`src/rtl/pipe_ctrl_chain.sv`:
```
// Elastic valid/ready pipeline-register chain with per-stage hold/flush and a saturating stall counter.
// Define PIPE_SKID_BUFFER_EN to add a one-entry skid register that breaks the Out_Ready -> In_Ready path.
module pipe_ctrl_chain #(
    parameter int DATA_W = 32,
    parameter int STAGES = 5,
    parameter int CNT_W  = 16
) (
    input  logic                          Clock,
    input  logic                          Reset,
    input  logic                          In_Valid,
    input  logic [DATA_W-1:0]             In_Data,
    output logic                          In_Ready,
    output logic                          Out_Valid,
    output logic [DATA_W-1:0]             Out_Data,
    input  logic                          Out_Ready,
    input  logic [STAGES-1:0]             Hold,
    input  logic [STAGES-1:0]             Flush,
    output logic [STAGES-1:0]             StageValid,
    output logic [STAGES*DATA_W-1:0]      StageData,
    output logic [$clog2(STAGES+2)-1:0]   Occupancy,
    output logic [CNT_W-1:0]              StallCount
);

    localparam int LAST  = STAGES - 1;
    localparam int OCC_W = $clog2(STAGES + 2);

    logic [STAGES-1:0] stageVld;
    logic [DATA_W-1:0] stageReg [STAGES];
    logic [DATA_W-1:0] loadData [STAGES];
    logic [STAGES-1:0] adv;
    logic [STAGES-1:0] load;
    logic              sinkRdy;
    logic [CNT_W-1:0]  stallCnt;

`ifdef PIPE_SKID_BUFFER_EN
    logic              skidVld;
    logic [DATA_W-1:0] skidReg;

    // Skid readiness is registered, so the downstream ready never reaches the advance chain.
    assign sinkRdy   = !skidVld;
    assign Out_Valid = skidVld || stageVld[LAST];
    assign Out_Data  = skidVld ? skidReg : stageReg[LAST];

    always_ff @(posedge Clock or negedge Reset) begin
        if (!Reset) begin
            skidVld <= 1'b0;
            skidReg <= '0;
        end else if (skidVld) begin
            if (Out_Ready) skidVld <= 1'b0;
        end else if (adv[LAST] && !Out_Ready) begin
            skidVld <= 1'b1;
            skidReg <= stageReg[LAST];
        end
    end
`else
    assign sinkRdy   = Out_Ready;
    assign Out_Valid = stageVld[LAST];
    assign Out_Data  = stageReg[LAST];
`endif

    // Ready ripples from the sink toward stage 0; Flush is deliberately kept out of this chain.
    always_comb begin
        logic downRdy;
        logic stepAdv;
        adv     = '0;
        downRdy = sinkRdy;
        for (int i = LAST; i >= 0; i--) begin
            stepAdv = stageVld[i] && !Hold[i] && downRdy;
            adv[i]  = stepAdv;
            downRdy = !stageVld[i] || stepAdv;
        end
        In_Ready = downRdy;
    end

    assign load = {adv[STAGES-2:0], In_Valid && In_Ready};

    always_comb begin
        loadData[0] = In_Data;
        for (int i = 1; i < STAGES; i++) loadData[i] = stageReg[i-1];
    end

    always_ff @(posedge Clock or negedge Reset) begin
        if (!Reset) begin
            stageVld <= '0;
            for (int i = 0; i < STAGES; i++) stageReg[i] <= '0;
        end else begin
            for (int i = 0; i < STAGES; i++) begin
                if (Flush[i])     stageVld[i] <= 1'b0;
                else if (load[i]) stageVld[i] <= 1'b1;
                else if (adv[i])  stageVld[i] <= 1'b0;
                if (load[i] && !Flush[i]) stageReg[i] <= loadData[i];
            end
        end
    end

    always_ff @(posedge Clock or negedge Reset) begin
        if (!Reset)
            stallCnt <= '0;
        else if (In_Valid && !In_Ready && stallCnt != '1)
            stallCnt <= stallCnt + CNT_W'(1);
    end

    always_comb begin
        Occupancy = '0;
        for (int i = 0; i < STAGES; i++) Occupancy = Occupancy + OCC_W'(stageVld[i]);
`ifdef PIPE_SKID_BUFFER_EN
        Occupancy = Occupancy + OCC_W'(skidVld);
`endif
    end

    always_comb begin
        StageData = '0;
        for (int i = 0; i < STAGES; i++) StageData[i*DATA_W +: DATA_W] = stageReg[i];
    end

    assign StageValid = stageVld;
    assign StallCount = stallCnt;

endmodule

```
`config.mk`:
```
export PLATFORM = sky130hd
export DESIGN_NAME = pipe_ctrl_chain
export DESIGN_NICKNAME = d
export VERILOG_FILES = /design/src/rtl/pipe_ctrl_chain.sv
export SDC_FILE = /design/constraint.sdc
export NUM_CORES = 1
export LEC_CHECK = 0
export CAP_MARGIN = 20
export CORE_ASPECT_RATIO = 1.2
export CORE_MARGIN = 5
export CORE_UTILIZATION = 45
export DETAILED_ROUTE_END_ITERATION = 10
export PLACE_DENSITY = 0.8
export SLEW_MARGIN = 20
export SYNTH_ARGS = -nofsm -noshare
export SYNTH_HDL_FRONTEND = slang
export SYNTH_SLANG_ARGS = --single-unit
```
`constraint.sdc`:
```
create_clock -name Clock -period 2.2 [get_ports Clock]
set_input_delay 0.44 -clock Clock [delete_from_list [all_inputs] [get_ports Clock]]
set_output_delay 0.44 -clock Clock [all_outputs]
set_load 0.005 [all_outputs]
```
Yosys cells after proc, flatten, opt, wreduce, memory -nomap -nowiden --
Index checks and enable logic that the tools add are counted.
Word-level totals: input bits 46, word-level logic and storage cells 76, output and inout bits 218, flip-flop bits (word level) 181
Cells by class: mux-type cells 15, $add $sub $neg 5, reduce and logical (&&, ||, !) cells 44, equality and inequality tests 1
Operators with widths (number):
- $logic_and A1 B1 Y1 | 18
- $add A16 B1 Y16 const B | 1
- $logic_not A1 Y1 | 16
- $ne A16 B16 Y1 const B | 1
- $mux W1 | 15
- $reduce_bool A3 Y1 | 5
- $add A3 B1 Y3 | 2
- $logic_or A1 B1 Y1 | 5
- $add A2 B1 Y3 | 1
- $add A1 B1 Y2 | 1

Longest topological paths before layout --
depth in word-level cells 15, depth in mapped cells 7, depth with buffers taken out 6

Worst setup path after synthesis --
OpenSTA, ideal clock, no wires.
path kind flip-flop to output port, start point reg stageVld[1], in the netlist StageValid[1], end point out Occupancy[1], arrival time 1.579 ns, required time 1.760 ns, cell stages (with the launch flop) 4, setup slack 0.181 ns, buffers on the path 0, cell sequence dfrtp_1 > fa_1 > fa_1 > ha_1
On the way: longest elaborated chain between the ends 4
Ends and longest elaborated chain:
- start, declared | line 27 | logic [STAGES-1:0] stageVld;
- start signal, assigned | line 84 | stageVld <= '0;
- start signal, assigned by index | line 88 | if (Flush[i]) stageVld[i] <= 1'b0;
- start signal, assigned by index | line 89 | else if (load[i]) stageVld[i] <= 1'b1;
- $add A1 B1 Y2 | line 105 | for (int i = 0; i < STAGES; i++) Occupancy = Occupancy + OCC_W'(stageVld[i]);
- $add A2 B1 Y3 | line 105
- $add A3 B1 Y3 (2 in a row) | line 105
- end, declared | line 20 | output logic [$clog2(STAGES+2)-1:0] Occupancy,
Every way passes these cells.

Final worst setup path --
Same ends and word-level chain as after synthesis.

==> summary.md <==
| Metric | Value |
|---|---|
| Status | finished, violations left |
| Failing checks | negative hold slack, negative setup slack |
| Post-synth EDFFs | 0 |
| Die Wd | 127 µm |
| Met2 Use GR | 35.2% |
| Synth top area share | 60.9% |
| Asr flop ratio synth | 100% |
| Placed Instances | about 930 |
| Total track usage | roughly a fifth |
| CP max stage delay | roughly 0.5 ns |
| Routed length per instance | 19.6 µm |
| Fin. Hold Viols | 2 |
| CP Class | reg -> out |
| Cells after Synth | 478 |
| Syn. warnings | 0 |
| Worst hold path class | in -> async |
| Fin crit period | 2.51 ns |
| Starting Density | between 40% and 50% |
| Detailed Place HPWL | 14600 µm |
| Initial antenna violation count | 0 |
| Pwr Density | 914 nW/µm² |
| Mapped cell area | 7440 µm² |
| Synth area leader | dfrtp_1 |
| Unrepaired setup endpoints after global routing | true |
| Reg2reg setup slack | around 0.050 ns |
| TritonCTS Sinks | 181 |
| # rows | 51 |
| Fin util | 67.1% |
| Crit. Startpoint | StageValid[1]$_DFFE_PN0P_ |
| Num ports | 264 |
| Pre-CTS setup slack | -0.422 ns |
| Lkg Pwr | 4.95 nW |
| Reg-to-reg startpoint | StageValid[1]$_DFFE_PN0P_ |
| Cell variety after synth | 38 |
| Num CTS Buffers | 17 |
| Mapped Avg Cell Area | 15.6 µm² |
| Slowest stage cell, crit path | fa_1 |
| CP Data Arrival Time | 2.07 ns |
| Fmax | 0.398 GHz |
| P&R area growth vs syn | 46.8% |
| Met1 Track Usage GR | 22.7% |
| Most frequent cells in the layout | 255 x clkdlybuf4s50_1, 181 x dfrtp_1, 126 x mux2_2, 31 x mux2_4, 21 x buf_4 |
| Vias in the first global route | 5201 |
| Reg2reg path depth | 9 |
| Commonest non-fill, non-tap cell in the layout | clkdlybuf4s50_1 |
| Setup crit start kind | register |
| Worst Setup EP | Occupancy[1] |
| Final Max Tran Viols | 0 |
| CTS tree | done |
| Worst path cell trace | fa_1 > fa_2 > ha_4 > buf_6 |
| Starting DRT DRC Count | 171 |
| Ys flop type | dfrtp_1 |
| Die Height | 151 µm |
| Maximum VDD drop | 0.508 mV |
| Largest net degree at the start of global routing | 58 |
| CP endpoint kind | primary output |
| Final setup fails | 3 |
| Grt ovf | 0 |
| Global-route wire length before repair | 29500 µm |
| Routed Wire Length | 18900 µm |
| Slew @ Worst Pin | a little under 0.6 ns |
| Max Cap Viol | 0 |
| Die area | 19200 µm² |
| Vias | 4813 |
| Fin nets | 789 |
| WP data required | 1.76 ns |
| Maximum root-to-sink buffer count | 2 |
| Post-route DRC | 0 |
| H-tree levels | 4 |
| Input/output buffers | 263 |
| Synth Register Bits | 181 |
| Post-DRT Antenna Nets | 0 |
| Root buffer cell | clkbuf_16 |
| # fillers | 1139 |
| Crit path max fanout | 2 |
| Final Hold Slack | -0.00654 ns |
| Worst skew pair latency | 0.42 ns |
| Via/cell ratio | 4.99 |
| Setup WS post-layout | -0.310 ns |
| Top Usage Layer GRT | met2 |
| Antenna Cells | 0 |
| Slew HR | 60.7% |
| Syn_nets | 528 |
| GR Layer Usage met3 | roughly 4.8% |
| Worst-path clk slew | 0.07 ns |
| Area contributors post-synth | dfrtp_1 61%, mux2_2 19%, mux2_4 6.1% |
| Clk_skew | around 0.0077 ns |
| Placer Congestion | 0.851 |
| Sequential share of the synthesized area | 60.9% |
| Core area | 16300 µm² |
| Fin cells | between 900 and 1k |
| TritonRoute pass-1 iters | 4 |
| Share of cells above drive strength 1 | 31.8% |
| Hold_buf cts | 0 |
| Final period util | 114% |
| Worst r2r dst | StageData[18]$_DFFE_PN0P_ |
==> cell usage after synthesis (2+ instances only) <==
| master | n |
|---|---|
| nand2b_1 | 4 |
| dfrtp_1 | 181 |
| xor2_1 | 10 |
| nor3_1 | 7 |
| buf_4 | 37 |
| mux2_4 | 30 |
| a21o_1 | 2 |
| inv_1 | 3 |
| nand4_1 | 4 |
| buf_6 | 5 |
| nor3b_1 | 2 |
| nand3_1 | 8 |
| a21oi_1 | 6 |
| mux2_2 | 127 |
| nand2_1 | 9 |
| nor4_2 | 2 |
| nor2_1 | 4 |
| ha_1 | 2 |
| buf_2 | 8 |
| fa_1 | 2 |
| xnor2_1 | 5 |
| mux2_1 | 4 |
==> repair_timing <==
action	4_1_cts	5_1_grt
setup endpoints to repair	4	4
pin swaps	6	3
gates cloned	0	0
buffers inserted	3	1
resized for setup	22	8
==> per-layer routing <==
layer / share of wire, % / vias to the layer above
li1: - / 2179
met1: 37 / 2429
met2: 54 / 164
met3: 5.1 / 41
met4: 3.4 / 0
met5: 0 / -
==> worst max-delay path: cells and delay by family, from the launching register on <==
kind | cells | cell delay (ns)
adder cells (fa/ha/maj) | 3 | 1.16
buffers and inverters | 1 | 0.08
flip-flops | 1 | 0.42
==> cell families after synthesis <==
logic type	Yosys count	synth area share, %
flops	181	60.9
mux	161	25.9
buf+inv	55	5.28
simple gates	48	3.85
xor+xnor	15	1.77
compound gates	14	1.48
fa+ha+maj	4	0.874
==> how the worst min path moves through the flow <==
| stage | end |
|---|---|
| floorplan | Out_Data[0]$_DFFE_PN0P_ |
| global placement | StallCount[12]$_DFFE_PN0P_ |
| detailed placement | StageValid[3]$_DFFE_PN0P_ |
| CTS | StallCount[12]$_DFFE_PN0P_ |
| global route | StallCount[1]$_DFFE_PN0P_ |
| finish | StageValid[3]$_DFFE_PN0P_ |
==> where the power goes <==
group,leakage [nW],switching [mW],internal [mW]
combinational,2.31,0.697,1.68
sequential,2.35,0.550,3.94
clock,0.292,1.29,1.84
total,4.95,2.53,7.45
==> state kept, by name, indices dropped and copies added (netlist names) <==
| name | count |
|---|---|
| Out_Data | 32 |
| StallCount | 16 |
| StageValid | 5 |
| StageData | 128 |
==> per-stage QoR <==
stage          power, mW  area (µm²)  TNS [ns]
6_report            9.99       10900    -0.765
5_1_grt             10.4       10900     -1.34
4_1_cts             10.1       10900    -0.825
3_5_place_dp        6.93       10200    -38.70
3_3_place_gp        6.82       10200    -32.03
2_1_floorplan       5.19        7440         0
==> layout make-up <==
| type | instances | area (µm²) | share of cell area [%] |
|---|---|---|---|
| Multi-Input combinational cell | 242 | 2560 | 23.5 |
| Timing Repair Buffer | 293 | 2940 | 26.9 |
| Clock buffer | 19 | 443 | 4.05 |
| Clock inverter | 13 | 169 | 1.55 |
| Sequential cell | 181 | 4530 | 41.5 |
| Inverter | 4 | 15.0 | 0.137 |
| Tap cell | 212 | 265 | 2.43 |
Power figures use the tool's default switching activity.
